[src/rtl/muldiv_seq.sv]
// Iterative RV32M multiply/divide unit: shift-add multiply and restoring divide,
// one bit per cycle, with sign fix-up, pipeline stall and flush support.
module muldiv_seq #(
    parameter int XLEN = 32
) (
    input  logic            clk,
    input  logic            rst,
    input  logic            valid_i,
    input  logic [2:0]      op_i,
    input  logic [XLEN-1:0] a_i,
    input  logic [XLEN-1:0] b_i,
    input  logic            flush_i,
    output logic            stall_o,
    output logic            busy_o,
    output logic            done_o,
    output logic [XLEN-1:0] res_o,
    output logic [1:0]      state_o
);
    localparam int CW = $clog2(XLEN);
    localparam logic [CW-1:0] LAST = CW'(XLEN - 1);

    typedef enum logic [1:0] {IDLE, CALC, FIX, DONE} state_t;

    state_t              state;
    logic [CW-1:0]       cnt;
    logic [2:0]          op_q;
    logic                neg_q;
    logic [XLEN-1:0]     opb;
    logic [2*XLEN-1:0]   acc;

    // Handshake: an op issues on the edge ending an IDLE cycle with valid_i=1 and
    // flush_i=0; stall_o holds execute until DONE, where done_o marks res_o valid.
    logic            a_sgn, b_sgn, sa, sb, issue_neg;
    logic            div_zero, div_ovf, special;
    logic [XLEN-1:0] abs_a, abs_b, special_res;

    always_comb begin
        a_sgn     = (op_i == 3'd1) | (op_i == 3'd2) | (op_i == 3'd4) | (op_i == 3'd6);
        b_sgn     = (op_i == 3'd1) | (op_i == 3'd4) | (op_i == 3'd6);
        sa        = a_sgn & a_i[XLEN-1];
        sb        = b_sgn & b_i[XLEN-1];
        abs_a     = sa ? -a_i : a_i;
        abs_b     = sb ? -b_i : b_i;
        // Remainder follows the dividend; everything else follows the sign product.
        issue_neg = (op_i[2] & op_i[1]) ? sa : (sa ^ sb);
        div_zero  = op_i[2] & (b_i == '0);
        div_ovf   = op_i[2] & ~op_i[0] & (a_i == {1'b1, {(XLEN-1){1'b0}}}) & (&b_i);
        special   = div_zero | div_ovf;
        if (div_zero) special_res = op_i[1] ? a_i : '1;
        else          special_res = op_i[1] ? '0 : a_i;
    end

    logic [XLEN:0]     mul_sum, div_sh, div_diff;
    logic [2*XLEN-1:0] mul_next, div_next, acc_step, prod_fix;
    logic [XLEN-1:0]   mul_res, div_pick, div_res, fix_res;

    always_comb begin
        mul_sum  = {1'b0, acc[2*XLEN-1:XLEN]} + {1'b0, opb};
        mul_next = acc[0] ? {mul_sum, acc[XLEN-1:1]}
                          : {1'b0, acc[2*XLEN-1:XLEN], acc[XLEN-1:1]};
        div_sh   = {acc[2*XLEN-1:XLEN], acc[XLEN-1]};
        div_diff = div_sh - {1'b0, opb};
        div_next = div_diff[XLEN] ? {div_sh[XLEN-1:0], acc[XLEN-2:0], 1'b0}
                                  : {div_diff[XLEN-1:0], acc[XLEN-2:0], 1'b1};
        acc_step = op_q[2] ? div_next : mul_next;

        prod_fix = neg_q ? -acc : acc;
        mul_res  = (op_q[1:0] == 2'd0) ? prod_fix[XLEN-1:0] : prod_fix[2*XLEN-1:XLEN];
        div_pick = op_q[1] ? acc[2*XLEN-1:XLEN] : acc[XLEN-1:0];
        div_res  = neg_q ? -div_pick : div_pick;
        fix_res  = op_q[2] ? div_res : mul_res;
    end

    always_ff @(posedge clk or negedge rst) begin
        if (!rst) begin
            state  <= IDLE;
            cnt    <= '0;
            op_q   <= '0;
            neg_q  <= 1'b0;
            opb    <= '0;
            acc    <= '0;
            res_o  <= '0;
            done_o <= 1'b0;
            busy_o <= 1'b0;
        end else begin
            done_o <= 1'b0;
            if (flush_i) begin
                state  <= IDLE;
                busy_o <= 1'b0;
            end else begin
                case (state)
                    IDLE: if (valid_i) begin
                        op_q   <= op_i;
                        neg_q  <= issue_neg;
                        opb    <= abs_b;
                        cnt    <= '0;
                        busy_o <= 1'b1;
                        if (special) begin
                            res_o  <= special_res;
                            done_o <= 1'b1;
                            state  <= DONE;
                        end else begin
                            acc   <= {{XLEN{1'b0}}, abs_a};
                            state <= CALC;
                        end
                    end
                    CALC: begin
                        acc <= acc_step;
                        if (cnt == LAST) state <= FIX;
                        else             cnt   <= cnt + 1'b1;
                    end
                    FIX: begin
                        res_o  <= fix_res;
                        done_o <= 1'b1;
                        state  <= DONE;
                    end
                    DONE: begin
                        state  <= IDLE;
                        busy_o <= 1'b0;
                    end
                    default: begin
                        state  <= IDLE;
                        busy_o <= 1'b0;
                    end
                endcase
            end
        end
    end

    assign stall_o = ~flush_i & (((state == IDLE) & valid_i) | (state == CALC) | (state == FIX));
    assign state_o = state;

endmodule

[config.mk]
export PLATFORM = sky130hd
export DESIGN_NAME = muldiv_seq
export DESIGN_NICKNAME = d
export VERILOG_FILES = /design/src/rtl/muldiv_seq.sv
export SDC_FILE = /design/constraint.sdc
export NUM_CORES = 1
export LEC_CHECK = 0
export ABC_AREA = 1
export BUFFER_PORTS_ARGS = -buffer_cell sky130_fd_sc_hd__clkbuf_2
export CAP_MARGIN = 20
export CORE_ASPECT_RATIO = 0.5
export CORE_MARGIN = 2
export CORE_UTILIZATION = 40
export DETAILED_ROUTE_END_ITERATION = 7
export SYNTH_ARGS = -nofsm -noshare
export SYNTH_HDL_FRONTEND = slang
export SYNTH_SLANG_ARGS = --single-unit
export TNS_END_PERCENT = 1
[constraint.sdc]
create_clock -name clk -period 2.7 [get_ports clk]
set_clock_uncertainty 0.2 [all_clocks]
set_input_delay 0.27 -clock clk [delete_from_list [all_inputs] [get_ports clk]]
set_output_delay 0.27 -clock clk [all_outputs]
set_load 0.01 [all_outputs]
==> results of run 1 <==
-- per-layer routing --
metal | share of wire | routed length [microns] | track usage | vias up
li1 | - | - | - | 11693
met1 | 0.44 | 39200 | 0.487 | 11227
met2 | 0.42 | 37800 | 0.557 | 1192
met3 | 0.091 | 8210 | 0.0558 | 206
met4 | 0.050 | 4470 | 0.163 | 0
met5 | 0 | 0 | 0 | -
-- what timing repair did --
item	CTS	global route
pin swaps	1	16
buffers inserted	1	11
hold buffers	13	0
gates cloned	1	7
gates resized for setup	14	118
endpoints found under the setup margin	37	73
hold endpoints to repair	152	0
-- synth_stat cells (2+ instances only) --
master,instances
sky130_fd_sc_hd__nand2_1,1140
sky130_fd_sc_hd__nor2_1,385
sky130_fd_sc_hd__inv_1,371
sky130_fd_sc_hd__nand3_1,370
sky130_fd_sc_hd__o21ai_0,245
sky130_fd_sc_hd__a21oi_1,226
sky130_fd_sc_hd__dfrtp_1,141
sky130_fd_sc_hd__clkbuf_1,75
sky130_fd_sc_hd__ha_1,75
sky130_fd_sc_hd__nand4_1,51
sky130_fd_sc_hd__xor2_1,45
sky130_fd_sc_hd__buf_2,36
sky130_fd_sc_hd__a31oi_1,26
sky130_fd_sc_hd__o21ai_1,25
sky130_fd_sc_hd__nor3_1,22
sky130_fd_sc_hd__nor2_2,20
sky130_fd_sc_hd__xnor2_1,19
sky130_fd_sc_hd__nand3b_1,17
sky130_fd_sc_hd__nand2_2,14
sky130_fd_sc_hd__buf_6,12
sky130_fd_sc_hd__or2_2,12
sky130_fd_sc_hd__o211ai_1,11
sky130_fd_sc_hd__o21bai_1,11
sky130_fd_sc_hd__buf_4,8
sky130_fd_sc_hd__a21o_1,6
sky130_fd_sc_hd__buf_1,6
sky130_fd_sc_hd__inv_2,6
sky130_fd_sc_hd__and2_1,5
sky130_fd_sc_hd__a21boi_1,4
sky130_fd_sc_hd__clkinv_1,4
sky130_fd_sc_hd__nand2_4,4
sky130_fd_sc_hd__nand3_2,4
sky130_fd_sc_hd__nor4_1,4
sky130_fd_sc_hd__nor2_4,3
sky130_fd_sc_hd__o21ai_2,3
sky130_fd_sc_hd__a32o_1,2
sky130_fd_sc_hd__buf_8,2
sky130_fd_sc_hd__fa_1,2
sky130_fd_sc_hd__nand3_4,2
sky130_fd_sc_hd__nor3_2,2
sky130_fd_sc_hd__o31ai_1,2
sky130_fd_sc_hd__or2_0,2
-- cells by family (layout without fill, tap and decap cells) --
family,Yosys count,after routing,share of synthesized area
AO/OA/AOI/OAI,568,568,0.160
flip-flops,141,141,0.186
AND/OR/NAND/NOR,2059,2061,0.458
adder cells (fa/ha/maj),77,77,0.0516
buffers and inverters,523,821,0.115
other,0,1,0
XOR/XNOR,64,64,0.0296
-- worst max-delay path, cell delays in order (launching register included) --
cell and delay [ns]:
sky130_fd_sc_hd__dfrtp_1 0.42, sky130_fd_sc_hd__inv_1 0.11, sky130_fd_sc_hd__ha_2 0.32, sky130_fd_sc_hd__nand2_1 0.14, sky130_fd_sc_hd__inv_1 0.09, sky130_fd_sc_hd__a21oi_2 0.15
sky130_fd_sc_hd__nor2_1 0.05, sky130_fd_sc_hd__nor2_1 0.13, sky130_fd_sc_hd__nand2_2 0.10, sky130_fd_sc_hd__nand2_4 0.09, sky130_fd_sc_hd__nand3_4 0.24, sky130_fd_sc_hd__clkbuf_16 0.28
sky130_fd_sc_hd__nand3_1 0.09, sky130_fd_sc_hd__nand3_1 0.09, sky130_fd_sc_hd__nand3_1 0.12, sky130_fd_sc_hd__nand2_1 0.07
-- through the flow --
| stage | setup WS, ns | utilization | cells | area [sq um] |
|---|---|---|---|---|
| floorplan | 0.0215 | - | 3432 | 18900 |
| global placement | -0.0755 | 0.467 | 4305 | 21800 |
| detailed placement | -0.184 | 0.467 | 4305 | 21800 |
| CTS | -0.0406 | 0.484 | 4352 | 22600 |
| global route | -0.151 | 0.497 | 4370 | 23300 |
| finish | -0.109 | 0.497 | 4371 | 23300 |
-- sequential cells by signal, summed over array words and instances, names as in the netlist --
name	flops
res_o	32
busy_o	1
opb	32
state_o	2
cnt	5
neg_q	1
op_q	3
acc	64
done_o	1
-- power by group through the flow --
stage,sequential (mW),combinational (mW),clock (mW)
6_report,4.14,24.5,2.51
5_1_grt,4.24,26.5,2.62
4_1_cts,4.07,22.7,2.53
3_5_place_dp,4.09,22.4,0
3_3_place_gp,4.07,22.4,0
2_1_floorplan,3.82,13.8,0
-- layout by cell type, fill, tap and decap left out, types with 23 or more instances in the layout --
cell type and count:
sky130_fd_sc_hd__buf_4 255, sky130_fd_sc_hd__nand2_1 1123, sky130_fd_sc_hd__a21oi_1 216, sky130_fd_sc_hd__o21ai_1 29
sky130_fd_sc_hd__inv_1 357, sky130_fd_sc_hd__xor2_1 45, sky130_fd_sc_hd__nand4_1 51, sky130_fd_sc_hd__o21ai_0 238
sky130_fd_sc_hd__a31oi_1 26, sky130_fd_sc_hd__ha_1 60, sky130_fd_sc_hd__nor2_2 40, sky130_fd_sc_hd__buf_12 23
sky130_fd_sc_hd__dfrtp_1 127, sky130_fd_sc_hd__clkbuf_2 106, sky130_fd_sc_hd__nand3_1 359, sky130_fd_sc_hd__nor2_1 362
sky130_fd_sc_hd__nand2_2 28
-- cell type report --
class,count,area share
clock buffers,20,0.0192
flip-flops and latches,141,0.153
multi-input cells,2770,0.588
well taps,638,0.0343
clock inverters,12,0.00586
repair buffers,406,0.138
diodes,1,0.000107
inverters,383,0.0623
-- final timing paths --
path | endpoint | cells past startpoint
setup / recovery | acc[42] | 15
hold / removal | opb[2] | 4
setup reg to reg | acc[42] | 15
hold reg to reg | res_o[7] | 2
max in group asynchronous | acc[48] | 3
min in group asynchronous | acc[21] | 2
==> results.txt, run 1 <==
----------------------------------------------------
[Run status]
  Status ... complete, but fails checks
  Failing checks ... negative hold slack, negative setup slack

[Finish]
  Register cell area after layout ... 3550 sq um
  Filler cell count ... ~5100
  Share of cells above drive strength 1 ... 0.164
  Layout-stage area growth over the synthesis result ... 22.9%
  Net count, final ... 3867
  Area taken by multi-input logic gates ... ~14000 sq um

[Pwr]
  Power per cell area ... between 1000 and 1500 nW/um^2
  Power share of the combinational group ... 0.786
  Internal Dissipation ... 13.1 mW
  Pwr Total ... 31.1 mW
  Sequential group share of total power ... 0.133
  Share of power burned in the clock network ... 0.081
  Leakage dissipation ... 11.9 nW
  Worst IR Drop VDD ... roughly 0.00058 V
  Fraction of power spent switching nets ... 0.579
  Switching power ... 18.0 mW

[Global route]
  First-pass GRT wire length ... 134000 microns
  Overall global routing resource usage ... 0.357
  Number of antenna violations at the first check in global routing ... 1
  Maximum number of pins on one net before global-route repair ... 158
  Congestion Overflow GR ... 0
  Vias in the first global route ... around 22000

[Detailed routing]
  Total detailed-routing wirelength ... around 90000 microns
  Initial DRC count ... 2948
  Length of the first detailed-routing pass in iterations ... 6
  Via count ... 24318
  Average detailed-routed wire length per instance ... 20.5 microns
  DRC Markers ... 0
  Avg Vias per Cell ... 5.56
  Post-route ant nets ... 0

[Floorplanning]
  Area enclosed by the die boundary ... 49200 sq um
  Boundary Pins ... 108
  Number of rows in the core area ... 56
  Area of the core region ... 46800 sq um
  Overall die width ... 312 microns
  Vertical die dimension ... around 160 microns
  Starting Density ... 0.405

[Clock tree]
  Number of sinks driven by the clock tree ... 141
  Master cell of the clock root buffer ... sky130_fd_sc_hd__clkbuf_16
  Clock Path Buffers ... 2
  Clock tree from TritonCTS ... yes
  CTS clock-pin slew for the worst setup and hold paths ... 0.07 ns
  Number of buffers inserted during clock tree synthesis ... 17
  Clk_lat worst skew ... 0.47 ns
  Htree depth ... 4

[Worst hold path]
  Worst Hold Class ... primary input to register
  Hold Crit Start ... b_i[2]

[Critical path]
  Required time worst endpoint ... 2.85 ns
  Kind of critical path ... register to register
  Critical path capture point type ... register
  Crit path max fanout ... 8
  Sort of element at the start of the critical path ... register
  Start of the worst register-to-register path ... opb[10]
  Arrival time of data at the critical path endpoint ... around 3.0 ns
  Worst reg-to-reg setup slack ... -0.11 ns
  Start point of the critical path ... opb[10]

[Synth]
  Yosys Warn Count ... 0
  Sequential-to-total area share from yosys stat ... 0.186
  Number of synthesized register bits ... 141
  Library cell occupying the most area in the post-synthesis netlist ... sky130_fd_sc_hd__nand2_1
  Avg Inst Size Synth ... 5.52 sq um
  Netlist Area Pre-Place ... 18900 sq um
  Number of synthesized flops with an enable pin ... 0
  Area share of the largest cell type after synthesis ... 0.226
  Post-Synthesis Net Count ... 3580
  Number of distinct standard cells referenced by the synthesized netlist ... 54
  Async set-reset flop share out of synthesis ... 1.00
  Leading post-synthesis cells by cell area ... sky130_fd_sc_hd__nand2_1 (23%), sky130_fd_sc_hd__dfrtp_1 (19%), sky130_fd_sc_hd__nand3_1 (9.8%)
  Main flop type after synthesis ... sky130_fd_sc_hd__dfrtp_1
  Cells after synthesis ... 3432

[Placement]
  Total half-perimeter wirelength after legalization and detailed placement ... 70500 microns
  Final GP Congestion ... 1.04
  IO Port Bufs ... around 110

[STA]
  Slew HR ... 0.471
  Post-Route Hold Slack ... -0.0000806 ns
  Portion of the clock cycle consumed by the worst path in the final layout ... 1.04
  Max-slew violation total from the final report ... 0
  Final hold violation count ... 1
  Setup repair after global routing missed its margin ... true
  Top achievable clock speed ... between 0.3 and 0.4 GHz
  Actual slew at the worst max-slew pin ... 0.793 ns
  Smallest setup slack after layout ... -0.109 ns
  Post-route minimum period ... 2.81 ns
  Setup violators final ... 28
  Sum Neg Setup Slack ... -0.881 ns

[Flow run]
  Maxcap violations ... 0

----------------------------------------------------
Note: power is estimated with default switching activity, not from simulation.
==> run 2: changes to the inputs <==
--- a/config.mk
+++ b/config.mk
@@ -12,6 +12,9 @@
 export CORE_MARGIN = 2
 export CORE_UTILIZATION = 40
 export DETAILED_ROUTE_END_ITERATION = 7
+export GPL_ROUTABILITY_DRIVEN = 1
+export HOLD_SLACK_MARGIN = 0.02
+export SKIP_LAST_GASP = 1
 export SYNTH_ARGS = -nofsm -noshare
 export SYNTH_HDL_FRONTEND = slang
 export SYNTH_SLANG_ARGS = --single-unit
==> results.txt, run 2 (synthesis results as in run 1) <==
----------------------------------------------------
[Finish]
  Layout-stage area growth over the synthesis result ... 24.5%
  Register with the most flip-flops ... acc
  Number of flip-flops under the largest register name ... 64
  Filler cell count ... a little over 5000
  Most common library cell in the layout ignoring fill and taps ... sky130_fd_sc_hd__nand2_1
  Net count, final ... 3880
  Most used cells in the layout excluding fill and tap cells ... sky130_fd_sc_hd__nand2_1 (1115), sky130_fd_sc_hd__nor2_1 (365), sky130_fd_sc_hd__nand3_1 (357)
  Largest registers ... acc (64), opb (32), res_o (32)
  Share of cells above drive strength 1 ... 0.171
  Final design area excluding fillers ... 23600 sq um

[Floorplanning]
  Area enclosed by the die boundary ... 49200 sq um
  Overall die width ... 312 microns
  Number of rows in the core area ... 56
  Starting Density ... 0.405
  Vertical die dimension ... roughly 160 microns
  Boundary Pins ... 108
  Area of the core region ... between 40000 and 50000 sq um

[Critical path]
  Start of the worst register-to-register path ... opb[10]
  Kind of critical path ... register to register
  Length in cells of the worst reg-to-reg path ... 15
  Sort of element at the start of the critical path ... register
  Critical path destination ... acc[42]
  Start point of the critical path ... opb[10]
  Critical path capture point type ... register
  Required time worst endpoint ... 2.85 ns
  R2R Path End ... acc[42]
  Crit path max fanout ... 8
  Worst reg-to-reg setup slack ... -0.03 ns
  Arrival time of data at the critical path endpoint ... 2.88 ns

[Global route]
  Maximum number of pins on one net before global-route repair ... ~160
  Number of antenna violations at the first check in global routing ... 1
  Vias in the first global route ... 22286
  Congestion Overflow GR ... 0
  First-pass GRT wire length ... 134000 microns
  Overall global routing resource usage ... 0.357

[STA]
  Portion of the clock cycle consumed by the worst path in the final layout ... 1.01
  Post-Route Hold Slack ... 0.0339 ns
  Top achievable clock speed ... 0.366 GHz
  Max-slew violation total from the final report ... 0
  Final hold violation count ... 0
  Setup violators final ... 5
  Post-route minimum period ... approximately 2.7 ns
  Smallest setup slack after layout ... -0.0345 ns
  Actual slew at the worst max-slew pin ... 0.738 ns
  Slew HR ... 0.508
  Setup repair after global routing missed its margin ... true

[Detailed routing]
  Avg Vias per Cell ... 5.56
  Initial DRC count ... roughly 3000
  Length of the first detailed-routing pass in iterations ... 7
  DRC Markers ... 0
  Post-route ant nets ... 0
  Routed met1 length ... 39400 microns
  Via count ... 24371
  Average detailed-routed wire length per instance ... about 20 microns
  Met3 WL ... 8390 microns
  Total detailed-routing wirelength ... 90200 microns
  Routed wl met2 ... between 30000 and 40000 microns
  Top layer reached by signal wires ... met4

[Clock tree]
  Clock Path Buffers ... 2
  Clk_lat worst skew ... ~0.47 ns
  Master cell of the clock root buffer ... sky130_fd_sc_hd__clkbuf_16
  Number of sinks driven by the clock tree ... 141
  Htree depth ... 4
  Number of buffers inserted during clock tree synthesis ... 17
  Clock tree from TritonCTS ... yes
  CTS clock-pin slew for the worst setup and hold paths ... about 0.070 ns

[Run status]
  Failing checks ... negative setup slack
  Status ... complete, but fails checks

[Flow run]
  Maxcap violations ... 0

[Pwr]
  Worst IR Drop VDD ... around 0.00057 V
  Leakage dissipation ... 12.0 nW
  Power per cell area ... 1340 nW/um^2

[Placement]
  Final GP Congestion ... 1.04
  Cell area after placement ... 21800 sq um
  Total half-perimeter wirelength after legalization and detailed placement ... roughly 70000 microns
  IO Port Bufs ... 107

[Worst hold path]
  Worst Hold Class ... primary input to register

----------------------------------------------------
-- run 2: through the flow --
stage          TNS (ns)  worst slack [ns]  instances  utilization  power, mW
3_3_place_gp      -1.63           -0.0755       4305        0.467       26.4
3_5_place_dp      -5.21            -0.184       4305        0.467       26.5
6_report        -0.0596           -0.0345       4384        0.504       31.5
5_1_grt           -4.68            -0.163       4383        0.504       33.8
4_1_cts          -0.132           -0.0406       4360        0.485       29.3
2_1_floorplan         0            0.0215       3432            -       17.7
-- run 2: routing by layer --
| metal | vias to the layer above | global-route usage |
|---|---|---|
| met2 | 1198 | 0.558 |
| met1 | 11224 | 0.487 |
| li1 | 11730 | - |
| met3 | 219 | 0.0558 |
| met4 | 0 | 0.163 |
| met5 | - | 0 |
-- run 2: critical path, stage by stage, from the launching register on --
cell                        delay (ns)
sky130_fd_sc_hd__dfrtp_1          0.42
sky130_fd_sc_hd__inv_1            0.10
sky130_fd_sc_hd__ha_2             0.32
sky130_fd_sc_hd__nand2_2          0.11
sky130_fd_sc_hd__inv_1            0.07
sky130_fd_sc_hd__a21oi_2          0.14
sky130_fd_sc_hd__nor2_1           0.06
sky130_fd_sc_hd__nor2_2           0.15
sky130_fd_sc_hd__nand2_4          0.08
sky130_fd_sc_hd__nand2_4          0.08
sky130_fd_sc_hd__nand3_4          0.26
sky130_fd_sc_hd__clkbuf_16        0.29
sky130_fd_sc_hd__nand3_1          0.09
sky130_fd_sc_hd__nand3_1          0.08
sky130_fd_sc_hd__nand3_1          0.11
sky130_fd_sc_hd__nand2_1          0.06
-- run 2: power breakdown --
part | total (mW) | internal [mW] | leakage [nW] | switching, mW
registers | 4.17 | 3.03 | 1.75 | 1.14
logic | 24.8 | 8.91 | 9.96 | 15.9
clock network | 2.52 | 1.39 | 0.277 | 1.13
total | 31.5 | 13.3 | 12.0 | 18.2
-- run 2: final cells by class --
| cell class | instances | area [sq um] | area share |
|---|---|---|---|
| sequential | 141 | 3550 | 0.151 |
| clock inverter | 12 | 136 | 0.00578 |
| timing repair buffer | 419 | 3340 | 0.142 |
| tap | 638 | 798 | 0.0338 |
| inverter | 383 | 1450 | 0.0615 |
| clock buffer | 20 | 447 | 0.0189 |
| antenna | 1 | 2.50 | 0.000106 |
| multi-input combinational | 2770 | 13900 | 0.587 |
-- run 2: worst min-delay path by stage --
stage	start	to	slack, ns	cells past startpoint
2_1_floorplan	rst	acc[0]	-0.23	0
3_3_place_gp	rst	acc[22]	-0.01	1
3_5_place_dp	rst	acc[21]	-0.01	1
4_1_cts	a_i[5]	acc[5]	0.02	4
5_1_grt	b_i[7]	opb[7]	0.05	3
6_report	a_i[2]	acc[2]	0.03	4
-- run 2: timing repair --
action,in CTS,in global routing
gates cloned,1,8
endpoints found under the setup margin,37,97
hold buffers,21,0
setup buffers,1,15
pin swaps,1,29
endpoints found under the hold margin,160,0
resized for setup,7,156
